**src/rtl/multi_channel_stopwatch_timer.sv**
```systemverilog
// multi_channel_stopwatch_timer: NUM_CH stopwatch/countdown channels on one tick prescaler.
// Optional STOPWATCH_AUTO_RELOAD_EN: countdown expiry reloads and pulses ringSound instead of latching.
module multi_channel_stopwatch_timer #(
  parameter int NUM_CH   = 2,
  parameter int COUNT_W  = 32,
  parameter int TICK_DIV = 1000000,
  parameter int CH_W     = 3
) (
  input  logic                        clockSignal,
  input  logic                        resetN,
  input  logic                        cmdValid,
  input  logic [CH_W-1:0]             cmdChannel,
  input  logic [2:0]                  cmdOp,
  input  logic [COUNT_W-1:0]          cmdData,
  output logic [NUM_CH*COUNT_W-1:0]   countFlat,
  output logic [NUM_CH*COUNT_W-1:0]   lapFlat,
  output logic [NUM_CH-1:0]           lapValid,
  output logic [NUM_CH-1:0]           running,
  output logic [NUM_CH-1:0]           ringSound,
  output logic                        tickPulse
);

  localparam int DIV_W = (TICK_DIV > 1) ? $clog2(TICK_DIV) : 1;
  localparam logic [DIV_W-1:0] DIV_LAST = DIV_W'(TICK_DIV - 1);
  localparam logic [COUNT_W-1:0] CNT_MAX = {COUNT_W{1'b1}};
  localparam logic [COUNT_W-1:0] CNT_ONE = COUNT_W'(1);

  localparam logic [2:0] OP_START = 3'd1;
  localparam logic [2:0] OP_SPLIT = 3'd2;
  localparam logic [2:0] OP_LOAD  = 3'd3;
  localparam logic [2:0] OP_MODE  = 3'd4;
  localparam logic [2:0] OP_ACK   = 3'd5;

  typedef enum logic [1:0] {
    IDLE,
    RUN,
    PAUSE,
    EXPIRED
  } state_t;

  logic [DIV_W-1:0] divCnt;
  logic isStart;
  logic isSplit;
  logic isLoad;
  logic isMode;
  logic isAck;

  // free-running centisecond prescaler
  always_ff @(posedge clockSignal) begin
    if (!resetN) begin
      divCnt <= '0;
    end else if (divCnt == DIV_LAST) begin
      divCnt <= '0;
    end else begin
      divCnt <= divCnt + DIV_W'(1);
    end
  end

  assign tickPulse = (divCnt == DIV_LAST);

  assign isStart = (cmdOp == OP_START);
  assign isSplit = (cmdOp == OP_SPLIT);
  assign isLoad  = (cmdOp == OP_LOAD);
  assign isMode  = (cmdOp == OP_MODE);
  assign isAck   = (cmdOp == OP_ACK);

  for (genvar i = 0; i < NUM_CH; i++) begin : g_ch
    localparam logic [CH_W-1:0] ID = CH_W'(i);

    state_t st;
    state_t stN;
    logic mode;
    logic modeN;
    logic [COUNT_W-1:0] cnt;
    logic [COUNT_W-1:0] cntN;
    logic [COUNT_W-1:0] rld;
    logic [COUNT_W-1:0] rldN;
    logic [COUNT_W-1:0] lap;
    logic [COUNT_W-1:0] lapN;
    logic lv;
    logic lvN;
    logic ring;
    logic ringN;
    logic hit;
    logic tickOk;
    logic reloadHit;

    assign hit = cmdValid && (cmdChannel == ID);

    // state register
    always_ff @(posedge clockSignal) begin
      if (!resetN) begin
        st <= IDLE;
      end else begin
        st <= stN;
      end
    end

    // channel datapath registers
    always_ff @(posedge clockSignal) begin
      if (!resetN) begin
        mode <= 1'b0;
        cnt  <= '0;
        rld  <= '0;
        lap  <= '0;
        lv   <= 1'b0;
        ring <= 1'b0;
      end else begin
        mode <= modeN;
        cnt  <= cntN;
        rld  <= rldN;
        lap  <= lapN;
        lv   <= lvN;
        ring <= ringN;
      end
    end

    // command decode, then tick arithmetic unless a command claimed the cycle
    always_comb begin
      stN       = st;
      modeN     = mode;
      cntN      = cnt;
      rldN      = rld;
      lapN      = lap;
      lvN       = lv;
      reloadHit = 1'b0;
      tickOk    = tickPulse && (st == RUN);

      if (hit) begin
        unique case (1'b1)
          isStart: begin
            unique case (st)
              IDLE: begin
                if (!(mode && (cnt == '0))) begin
                  stN = RUN;
                end
              end
              RUN: begin
                stN    = PAUSE;
                tickOk = 1'b0;
              end
              PAUSE:   stN = RUN;
              default: ;
            endcase
          end
          isSplit: begin
            if (st == RUN) begin
              lapN = cnt;
              lvN  = 1'b1;
            end else begin
              stN  = IDLE;
              cntN = rld;
              lapN = '0;
              lvN  = 1'b0;
            end
          end
          isLoad: begin
            if (mode && ((st == IDLE) || (st == PAUSE))) begin
              rldN = cmdData;
              cntN = cmdData;
            end
          end
          isMode: begin
            if (st == IDLE) begin
              modeN = cmdData[0];
              cntN  = '0;
              rldN  = '0;
              lapN  = '0;
              lvN   = 1'b0;
            end
          end
          isAck: begin
            if (st == EXPIRED) begin
              stN = IDLE;
            end
          end
          default: ;
        endcase
      end

      if (tickOk) begin
        if (!mode) begin
          if (cnt != CNT_MAX) begin
            cntN = cnt + CNT_ONE;
          end
        end else if (cnt == CNT_ONE) begin
`ifdef STOPWATCH_AUTO_RELOAD_EN
          if (rld != '0) begin
            cntN      = rld;
            reloadHit = 1'b1;
          end else begin
            cntN = '0;
            stN  = EXPIRED;
          end
`else
          cntN = '0;
          stN  = EXPIRED;
`endif
        end else if (cnt != '0) begin
          cntN = cnt - CNT_ONE;
        end
      end

      ringN = (stN == EXPIRED) || reloadHit;
    end

    assign countFlat[i*COUNT_W +: COUNT_W] = cnt;
    assign lapFlat[i*COUNT_W +: COUNT_W]   = lap;
    assign lapValid[i]  = lv;
    assign running[i]   = (st == RUN);
    assign ringSound[i] = ring;
  end

endmodule

```
**config.mk**
```make
export PLATFORM = sky130hd
export DESIGN_NAME = multi_channel_stopwatch_timer
export DESIGN_NICKNAME = d
export VERILOG_FILES = /design/src/rtl/multi_channel_stopwatch_timer.sv
export SDC_FILE = /design/constraint.sdc
export NUM_CORES = 1
export LEC_CHECK = 0
export ABC_AREA = 0
export BUFFER_PORTS_ARGS = -buffer_cell sky130_fd_sc_hd__buf_2
export CORE_MARGIN = 4
export CORE_UTILIZATION = 58
export CTS_CLUSTER_DIAMETER = 100
export DETAILED_ROUTE_END_ITERATION = 7
export GPL_TIMING_DRIVEN = 1
export PLACE_DENSITY_LB_ADDON = 0.05
export SLEW_MARGIN = 10
export SYNTH_ARGS = -nofsm -noshare
export SYNTH_HDL_FRONTEND = slang
export SYNTH_SLANG_ARGS = --single-unit
```
**constraint.sdc**
```tcl
create_clock -name clockSignal -period 4 [get_ports clockSignal]
set_input_delay 0.2 -clock clockSignal [delete_from_list [all_inputs] [get_ports clockSignal]]
set_output_delay 0.2 -clock clockSignal [all_outputs]
set_load 0.005 [all_outputs]
```
==> results.cfg, run 1 <==
[critical_path]
cp_cell_sequence = ha_1 -> nand3_1 -> or4_1 -> nor4_1 -> a21oi_1 -> buf_4 -> a211o_1 -> a22oi_1 -> o22ai_1
crit_fanout = 22
rr_endpoint = g_ch[0].cnt[12]
crit_path_end_kind = register
rr_startpoint = g_ch[0].cnt[1]
crit_required_ns = 4.37
r2r_slack_ns = 0.33
crit_type = reg -> reg
cp_slowest_cell = or4_1
path_buf_inv = 1
r2r.worst_path.cells = 9
cp.arrival_ns = 4.04
worst_setup_path_start_kind = register
crit_family = simple AND/OR/NAND/NOR gates
cpPeakStageDelay_ns = 0.75

[timing]
rsz0062_at_grt = false
period_needed_ns = 3.67
fin_setup_tns_ns = 0
finalClockSkew_ns = 0.0245
final-setup-viol-count = 0
slew_headroom_pct = 10.9
worstMarginPinSlew_ns = 1.33
hold_ws_ns = 0.0319
maxSlewViolCount = 0
period_share_pct = 91.7
hold_viol_final = 0
fmax_ghz = 0.272

[synthesis]
ys.flop_type = dfxtp_1
synth_area_sq_mm = 0.0127
ys_seq_elements = 222
synth-seq-area-share_pct = 34.9
yosysWarnings = 0
synth_edf_count = 0
netlist_instances = 1667
ys_types = 79
avgSynthCellArea_sq_um = 7.63
synth-async-reset-ratio_pct = 0
syn-num-nets = 1717

[clock_network]
cts_buffer_depth = 3
cts-htree-levels = 1
cts-resized-gates = 0
clock_latency_ns = 0.53
clk_pin_slew_ns = 0.06
clkSinkCount = 222
tritoncts = built
numCtsBuffers = 24
cts.root.buffer_cell = clkbuf_16

[global_route]
antenna_found_initial = 0
grt_max_degree = 69
grt.total_usage_pct = 33.9
grt_pass1_vias = 12600
grt_pass1_wl_mm = 68.8
grt-ovfl-total = 0

[job]
max-cap-violations = 0

[min_path]
worstHoldStart = cmdData[26]
min_to = g_ch[0].rld[26]
hold_depth = 3
hold_path_class = in -> reg

[drt]
dr.pass1.iters = 6
drc = 0
ant_nets = 0
wl_per_cell_microns = 21.0
dr_total_vias = 14000
routed_wl_mm = 43.4
drtIter0Drc = 1723
routed_via_density = 6.80

[place]
dp_hpwl_mm = 29.7
gp_congestion = 1.02
port_buffers = 175

[die]
rows = 53
fp.dieArea_sq_mm = 0.0244
io_pins = 176
fp.dieW_microns = 156
initial_core_util_pct = 59.8
die_y_microns = 156
fp.coreArea_sq_mm = 0.0213

[layout]
fillers = 1837
synthToLayoutAreaGrowth_pct = 15.7
utilization_pct = 69.2
layout.nets = 1823
antennaDiodeCount = 0
drive_above_1_share_pct = 16.8

[pwr]
vdd_drop_max_mv = 0.324
power.leakage_nw = 5.59
clkPwrFrac_pct = 45.6
power_switching_mw = 1.23
combPwrFrac_pct = 9.3
intPower_mw = 3.74
pwr_density_cell_mw_per_mm2 = 338
seqPwrFrac_pct = 45.1
switching_share_pct = 24.8

[status]
status = finished clean
[cells in the mapped netlist, types with 10 or more instances]
cell type | n | area share [%]
dfxtp_1 | 222 | 35
o21ai_1 | 13 | 0.51
o22ai_1 | 35 | 1.7
nor3_1 | 47 | 1.8
a21oi_1 | 123 | 4.8
or4_1 | 12 | 0.71
o21ai_0 | 44 | 1.7
xor2_1 | 31 | 2.1
a221o_1 | 12 | 0.94
or3_1 | 17 | 0.84
xnor2_1 | 31 | 2.1
nor4_1 | 36 | 1.8
a22oi_1 | 172 | 10
and3_1 | 16 | 0.79
nand2_1 | 103 | 3.0
buf_2 | 16 | 0.63
nand4_1 | 33 | 1.6
nor2_1 | 245 | 7.2
o221ai_1 | 10 | 0.69
nand3_1 | 89 | 3.5
o2bb2ai_1 | 10 | 0.69
inv_1 | 24 | 0.71
clkbuf_1 | 140 | 4.1
[worst max-delay path by stage]
| stage | startpoint | slack, ns | cells after the start | endpoint |
|---|---|---|---|---|
| 6_report | g_ch[0].cnt[1] | 0.33 | 9 | g_ch[0].cnt[12] |
| 5_1_grt | g_ch[0].cnt[1] | 0.09 | 9 | g_ch[0].cnt[12] |
| 4_1_cts | g_ch[0].cnt[1] | 0.50 | 8 | g_ch[0].cnt[7] |
| 3_5_place_dp | g_ch[0].cnt[1] | 0.51 | 8 | g_ch[0].cnt[7] |
| 3_3_place_gp | g_ch[0].cnt[1] | 0.61 | 8 | g_ch[0].cnt[7] |
| 2_1_floorplan | g_ch[0].cnt[1] | 1.03 | 10 | g_ch[0].cnt[19] |
[cell families (layout without fill, tap and decap cells)]
| logic type | count (synthesis) | count (layout) | share of synthesized area, % |
|---|---|---|---|
| xor gates and xnor gates | 62 | 62 | 4.27 |
| and+or+nand+nor | 659 | 659 | 25.4 |
| adders and majority gates | 9 | 9 | 0.885 |
| DFF | 222 | 222 | 34.9 |
| buffers and inverters | 196 | 319 | 6.32 |
| muxes | 9 | 9 | 0.728 |
| AOI/OAI and AO/OA | 510 | 510 | 27.5 |
[registers in the layout, indices dropped and copies added, names as in the netlist]
signal,cells
g_ch.st,4
g_ch.lv,2
g_ch.cnt,64
divCnt,20
g_ch.ring,2
g_ch.mode,2
g_ch.rld,64
g_ch.lap,64
[power groups by stage]
stage                     Sequential [mW]  Clock, mW  Combinational [mW]
after floorplan                      2.28          0               0.306
after global placement               2.29          0               0.414
after detailed placement             2.29          0               0.424
after CTS                            2.24       2.29               0.448
after global routing                 2.24       2.37               0.498
final                                2.24       2.27               0.462
[area by class of cell]
type                    count  area (sq um)  area share [%]
repair buffers            252          1530            10.4
clock buffers              35           713            4.84
inverters                  24          92.6           0.629
multi-input cells        1249          7510            51.0
clock inverters             8          90.1           0.612
flip-flops and latches    222          4440            30.2
well taps                 275           344            2.34
[placed cells by master (no fill, tap or decap), types with 7 or more instances in the layout]
| cell type | count |
|---|---|
| nor2_1 | 245 |
| xnor2_1 | 31 |
| o2bb2ai_1 | 10 |
| nor4_1 | 35 |
| nand2b_1 | 9 |
| and3_1 | 16 |
| nand4_1 | 33 |
| and4_1 | 9 |
| or3_1 | 17 |
| mux2i_1 | 7 |
| nand3_1 | 89 |
| o22ai_1 | 35 |
| o21ai_1 | 12 |
| o21ai_0 | 42 |
| o31ai_1 | 8 |
| xor2_1 | 31 |
| a221oi_1 | 8 |
| a22oi_1 | 172 |
| and2_1 | 9 |
| nand2_1 | 103 |
| clkbuf_16 | 25 |
| nor3_1 | 43 |
| o221ai_1 | 10 |
| buf_2 | 175 |
| a21oi_1 | 123 |
| a31oi_1 | 9 |
| dfxtp_1 | 222 |
| or4_1 | 12 |
| buf_4 | 47 |
| dlygate4sd3_1 | 30 |
| o211ai_1 | 8 |
| ha_1 | 9 |
| a221o_1 | 12 |
| inv_1 | 23 |
| a22o_1 | 8 |
[worst reg2reg max path, delay by kind of cell (launching register included)]
family | cells | cell delay, ns
buffers and inverters | 1 | 0.27
DFF | 1 | 0.53
AOI/OAI and AO/OA | 4 | 0.73
and+or+nand+nor | 3 | 1.70
adders and majority gates | 1 | 0.27
[metal layers]
| metal | vias to the layer above | wire length, microns | GRT usage, % |
|---|---|---|---|
| met5 | - | 0 | 0 |
| met4 | 0 | 1250 | 9.63 |
| li1 | 6402 | - | - |
| met3 | 96 | 4580 | 5.46 |
| met2 | 771 | 19100 | 51.2 |
| met1 | 6763 | 18500 | 50.3 |
[metrics by stage]
stage	setup WS (ns)	instances	total power [mW]	area (sq um)
5_1_grt	0.0880	2065	5.12	14700
3_3_place_gp	0.605	1992	2.70	13600
4_1_cts	0.503	2065	4.98	14700
3_5_place_dp	0.513	1992	2.72	13600
2_1_floorplan	1.03	1667	2.58	12700
6_report	0.330	2065	4.97	14700
[timing repair]
action	in CTS	in global routing
hold buffers	30	0
setup buffers	0	0
endpoints found under the hold margin	43	0
Power figures use the tool's default switching activity.
==> run 2: changes to the inputs <==
RECOVER_POWER = 100   (was not set)
==> results.cfg, run 2 (synthesis results as in run 1) <==
[status]
status = complete, but fails checks
violations = max-capacitance violations, max-slew violations

[timing]
slew_headroom_pct = -120
final-setup-viol-count = 0
rsz0062_at_grt = false
maxSlewViolCount = 169
period_needed_ns = 3.74
fin_setup_tns_ns = 0
worstMarginPinSlew_ns = 3.30
hold_viol_final = 0
finalClockSkew_ns = 0.0190
hold_ws_ns = 0.0253
period_share_pct = 93.5
fmax_ghz = 0.267

[clock_network]
clk_pin_slew_ns = 0.06
cts-htree-levels = 1
cts_buffer_depth = 3
clock_latency_ns = 0.53
cts.root.buffer_cell = clkbuf_16
numCtsBuffers = 24
clkSinkCount = 222
cts-resized-gates = 0
tritoncts = built

[place]
dp_hpwl_mm = 29.7
port_buffers = 175
dp.cells = 1992
gp_congestion = 1.02

[layout]
drive_above_1_share_pct = 11.7
synthToLayoutAreaGrowth_pct = 14.2
final_cells = 2065
antennaDiodeCount = 0
final_common_cell = nor2_1
layout_common_cells = nor2_1, dfxtp_1, a22oi_1, a21oi_1, buf_2
layout.nets = 1823
reg_top3 = g_ch.cnt (64), g_ch.lap (64), g_ch.rld (64)

[drt]
wl_per_cell_microns = 21.0
ant_nets = 0
dr_total_vias = 13900
dr.pass1.iters = 6
routed_wl_mm = 43.5
routed_via_density = 6.75
drtIter0Drc = 1767
drc = 0

[die]
fp.dieArea_sq_mm = 0.0244
rows = 53
fp.dieW_microns = 156
io_pins = 176
initial_core_util_pct = 59.8
fp.coreArea_sq_mm = 0.0213
die_y_microns = 156

[pwr]
power.leakage_nw = 5.21
pwr_density_cell_mw_per_mm2 = 342
vdd_drop_max_mv = 0.323

[critical_path]
crit_required_ns = 4.38
crit_type = reg -> reg
worst_setup_path_start_kind = register
crit_path_end_kind = register
crit_fanout = 14
cp.arrival_ns = 4.12

[global_route]
grt_pass1_wl_mm = 68.8
grt_max_degree = 69
grt_pass1_vias = 12600
grt-ovfl-total = 0
grt.total_usage_pct = 33.9
antenna_found_initial = 0

[job]
max-cap-violations = 4

[min_path]
hold_path_class = in -> reg
run 2: through the flow:
step | area, sq um | util [%] | setup WS [ns] | power, mW
6_report | 14500 | 68.3 | 0.260 | 4.97
5_1_grt | 14500 | 68.3 | 0.0485 | 5.11
4_1_cts | 14700 | 69.2 | 0.503 | 4.98
3_5_place_dp | 13600 | 64.0 | 0.513 | 2.72
3_3_place_gp | 13600 | 64.0 | 0.605 | 2.70
2_1_floorplan | 12700 | - | 1.03 | 2.58
run 2: what timing repair did:
action	4_1_cts	5_1_grt
hold buffers	30	0
buffers inserted	0	0
endpoints found under the hold margin	43	0
run 2: routing by layer:
layer / routed length, microns / vias to the layer above / track usage [%]
met1: 18500 / 6662 / 50.3
li1: - / 6385 / -
met3: 4630 / 104 / 5.46
met5: 0 / - / 0
met2: 19000 / 792 / 51.2
met4: 1330 / 0 / 9.63
run 2: cell type report:
type                       count  area (sq um)
fill                        1906          6760
multi-input combinational   1249          7470
timing repair buffer         252          1380
clock inverter                 8          90.1
tap                          275           344
clock buffer                  35           713
inverter                      24          90.1
sequential                   222          4440
run 2: final timing paths:
path | start | endpoint | slack, ns | cells after the start
max | g_ch[1].cnt[12] | g_ch[1].cnt[2] | 0.26 | 6
min | cmdData[26] | g_ch[0].rld[26] | 0.03 | 3
max reg2reg | g_ch[1].cnt[12] | g_ch[1].cnt[2] | 0.26 | 6
min reg2reg | g_ch[0].rld[19] | g_ch[0].rld[19] | 0.45 | 2
run 2: where the power goes:
part           switching, mW  internal (mW)
registers             0.0243           2.22
logic                  0.299          0.158
clock network          0.911           1.36
total                   1.23           3.74
run 2: worst max-delay path, stage by stage, from the launching register on:
cell,delay [ns]
dfxtp_1,0.44
or4_1,0.66
or4_1,0.69
o41ai_2,1.00
nor2_1,0.33
a221oi_1,0.37
o22ai_1,0.10
==> run 3: changes to the inputs <==
SETUP_SLACK_MARGIN = 0.4   (was not set)
==> results.cfg, run 3 (synthesis results as in run 1) <==
[timing]
period_needed_ns = 3.64
finalClockSkew_ns = 0.0236
hold_viol_final = 0
worstMarginPinSlew_ns = 3.31
fin_setup_tns_ns = 0
final-setup-viol-count = 0
period_share_pct = 91.0
slew_headroom_pct = -121
maxSlewViolCount = 170
rsz0062_at_grt = true
fmax_ghz = 0.275

[job]
max-cap-violations = 4

[global_route]
grt-ovfl-total = 0
grt_pass1_vias = 12600
grt.total_usage_pct = 33.9
grt_pass1_wl_mm = 68.8
antenna_found_initial = 0
grt_max_degree = 69

[min_path]
hold_path_class = in -> reg

[clock_network]
cts-htree-levels = 1
tritoncts = built
cts_buffer_depth = 3
clk_pin_slew_ns = 0.06
numCtsBuffers = 24
clock_latency_ns = 0.53
clkSinkCount = 222
cts.root.buffer_cell = clkbuf_16

[die]
fp.dieW_microns = 156
io_pins = 176
fp.dieArea_sq_mm = 0.0244
rows = 53
initial_core_util_pct = 59.8
fp.coreArea_sq_mm = 0.0213
die_y_microns = 156

[place]
port_buffers = 175
dp_hpwl_mm = 29.7
placed_area_sq_mm = 0.0136
gp_congestion = 1.02
dp.cells = 1992

[layout]
fillers = 1899
ff_latch_area_sq_mm = 0.00444
final_common_cell = nor2_1
final_cells = 2065
layout_common_cells = nor2_1, dfxtp_1, a22oi_1, a21oi_1
stdcell_area_sq_mm = 0.0146
antennaDiodeCount = 0
multiInputGateArea_sq_mm = 0.00750
layout.nets = 1823
synthToLayoutAreaGrowth_pct = 14.4
drive_above_1_share_pct = 11.8
reg_top3 = g_ch.cnt (64), g_ch.lap (64), g_ch.rld (64)

[critical_path]
crit_required_ns = 4.46
crit_type = reg -> reg
r2r_slack_ns = 0.36
worst_setup_path_start_kind = register
crit_fanout = 14
crit_path_end_kind = register
cp.arrival_ns = 4.10

[drt]
ant_nets = 0
routed_via_density = 6.76
dr_total_vias = 14000
routed_wl_mm = 43.5
wl_per_cell_microns = 21.1
drtIter0Drc = 1664
drc = 0
dr.pass1.iters = 6

[status]
status = complete, but fails checks
violations = max-capacitance violations, max-slew violations

[pwr]
pwr_density_cell_mw_per_mm2 = 341
vdd_drop_max_mv = 0.324
power.leakage_nw = 5.21
==> run 3: cell counts in the layout (fill, tap and decap cells not counted) <==
Identical to the previous run, type by type.
==> run 3: area by class of cell <==
| cell class | instances | share of cell area [%] |
|---|---|---|
| timing repair buffer | 252 | 9.49 |
| clock inverter | 8 | 0.619 |
| sequential | 222 | 30.5 |
| inverter | 24 | 0.636 |
| tap | 275 | 2.36 |
| multi-input combinational | 1249 | 51.5 |
| clock buffer | 35 | 4.90 |
==> run 3: routing by layer <==
layer | share of wire [%] | wire, microns | vias up | global-route usage (%)
met5 | 0 | 0 | - | 0
met4 | 2.9 | 1250 | 0 | 9.63
met3 | 11 | 4670 | 108 | 5.46
met2 | 44 | 19100 | 784 | 51.2
met1 | 43 | 18500 | 6679 | 50.3
li1 | - | - | 6394 | -
==> run 3: worst max-delay path, cell delays in order, from the launching register on <==
cell	delay [ns]
dfxtp_1	0.36
clkbuf_1	0.53
nand4_1	0.44
or3_1	0.58
or4_1	0.58
o21ai_2	0.34
and2_1	0.44
o2bb2ai_1	0.16
a211o_1	0.13
==> run 3: path summary, 6_finish.rpt <==
| check | startpoint | cells past startpoint | to |
|---|---|---|---|
| max | g_ch[0].cnt[18] | 8 | g_ch[0].cnt[18] |
| min | cmdData[26] | 3 | g_ch[0].rld[26] |
| min reg2reg | g_ch[0].rld[19] | 2 | g_ch[0].rld[19] |
| max reg2reg | g_ch[0].cnt[18] | 8 | g_ch[0].cnt[18] |
==> run 3: per-stage QoR <==
stage	setup slack, ns	hold WS, ns	power [mW]	util (%)
finish	0.361	0.0315	4.97	68.4
global route	0.196	0.0476	5.11	68.4
CTS	0.503	0.00783	4.98	69.2
global placement	0.605	0.438	2.70	64.0
floorplan	1.03	0.344	2.58	-
detailed placement	0.513	0.443	2.72	64.0
==> run 3: power by group <==
part | internal, mW | switching, mW | leakage, nW
Sequential | 2.22 | 0.0243 | 1.79
Clock | 1.36 | 0.907 | 0.402
Combinational | 0.158 | 0.303 | 3.02
==> run 3: timing repair <==
item	CTS	global route
resized for setup	0	2
hold buffers	30	0
endpoints found under the setup margin	0	22
hold endpoints to repair	43	0
buffers inserted	0	0
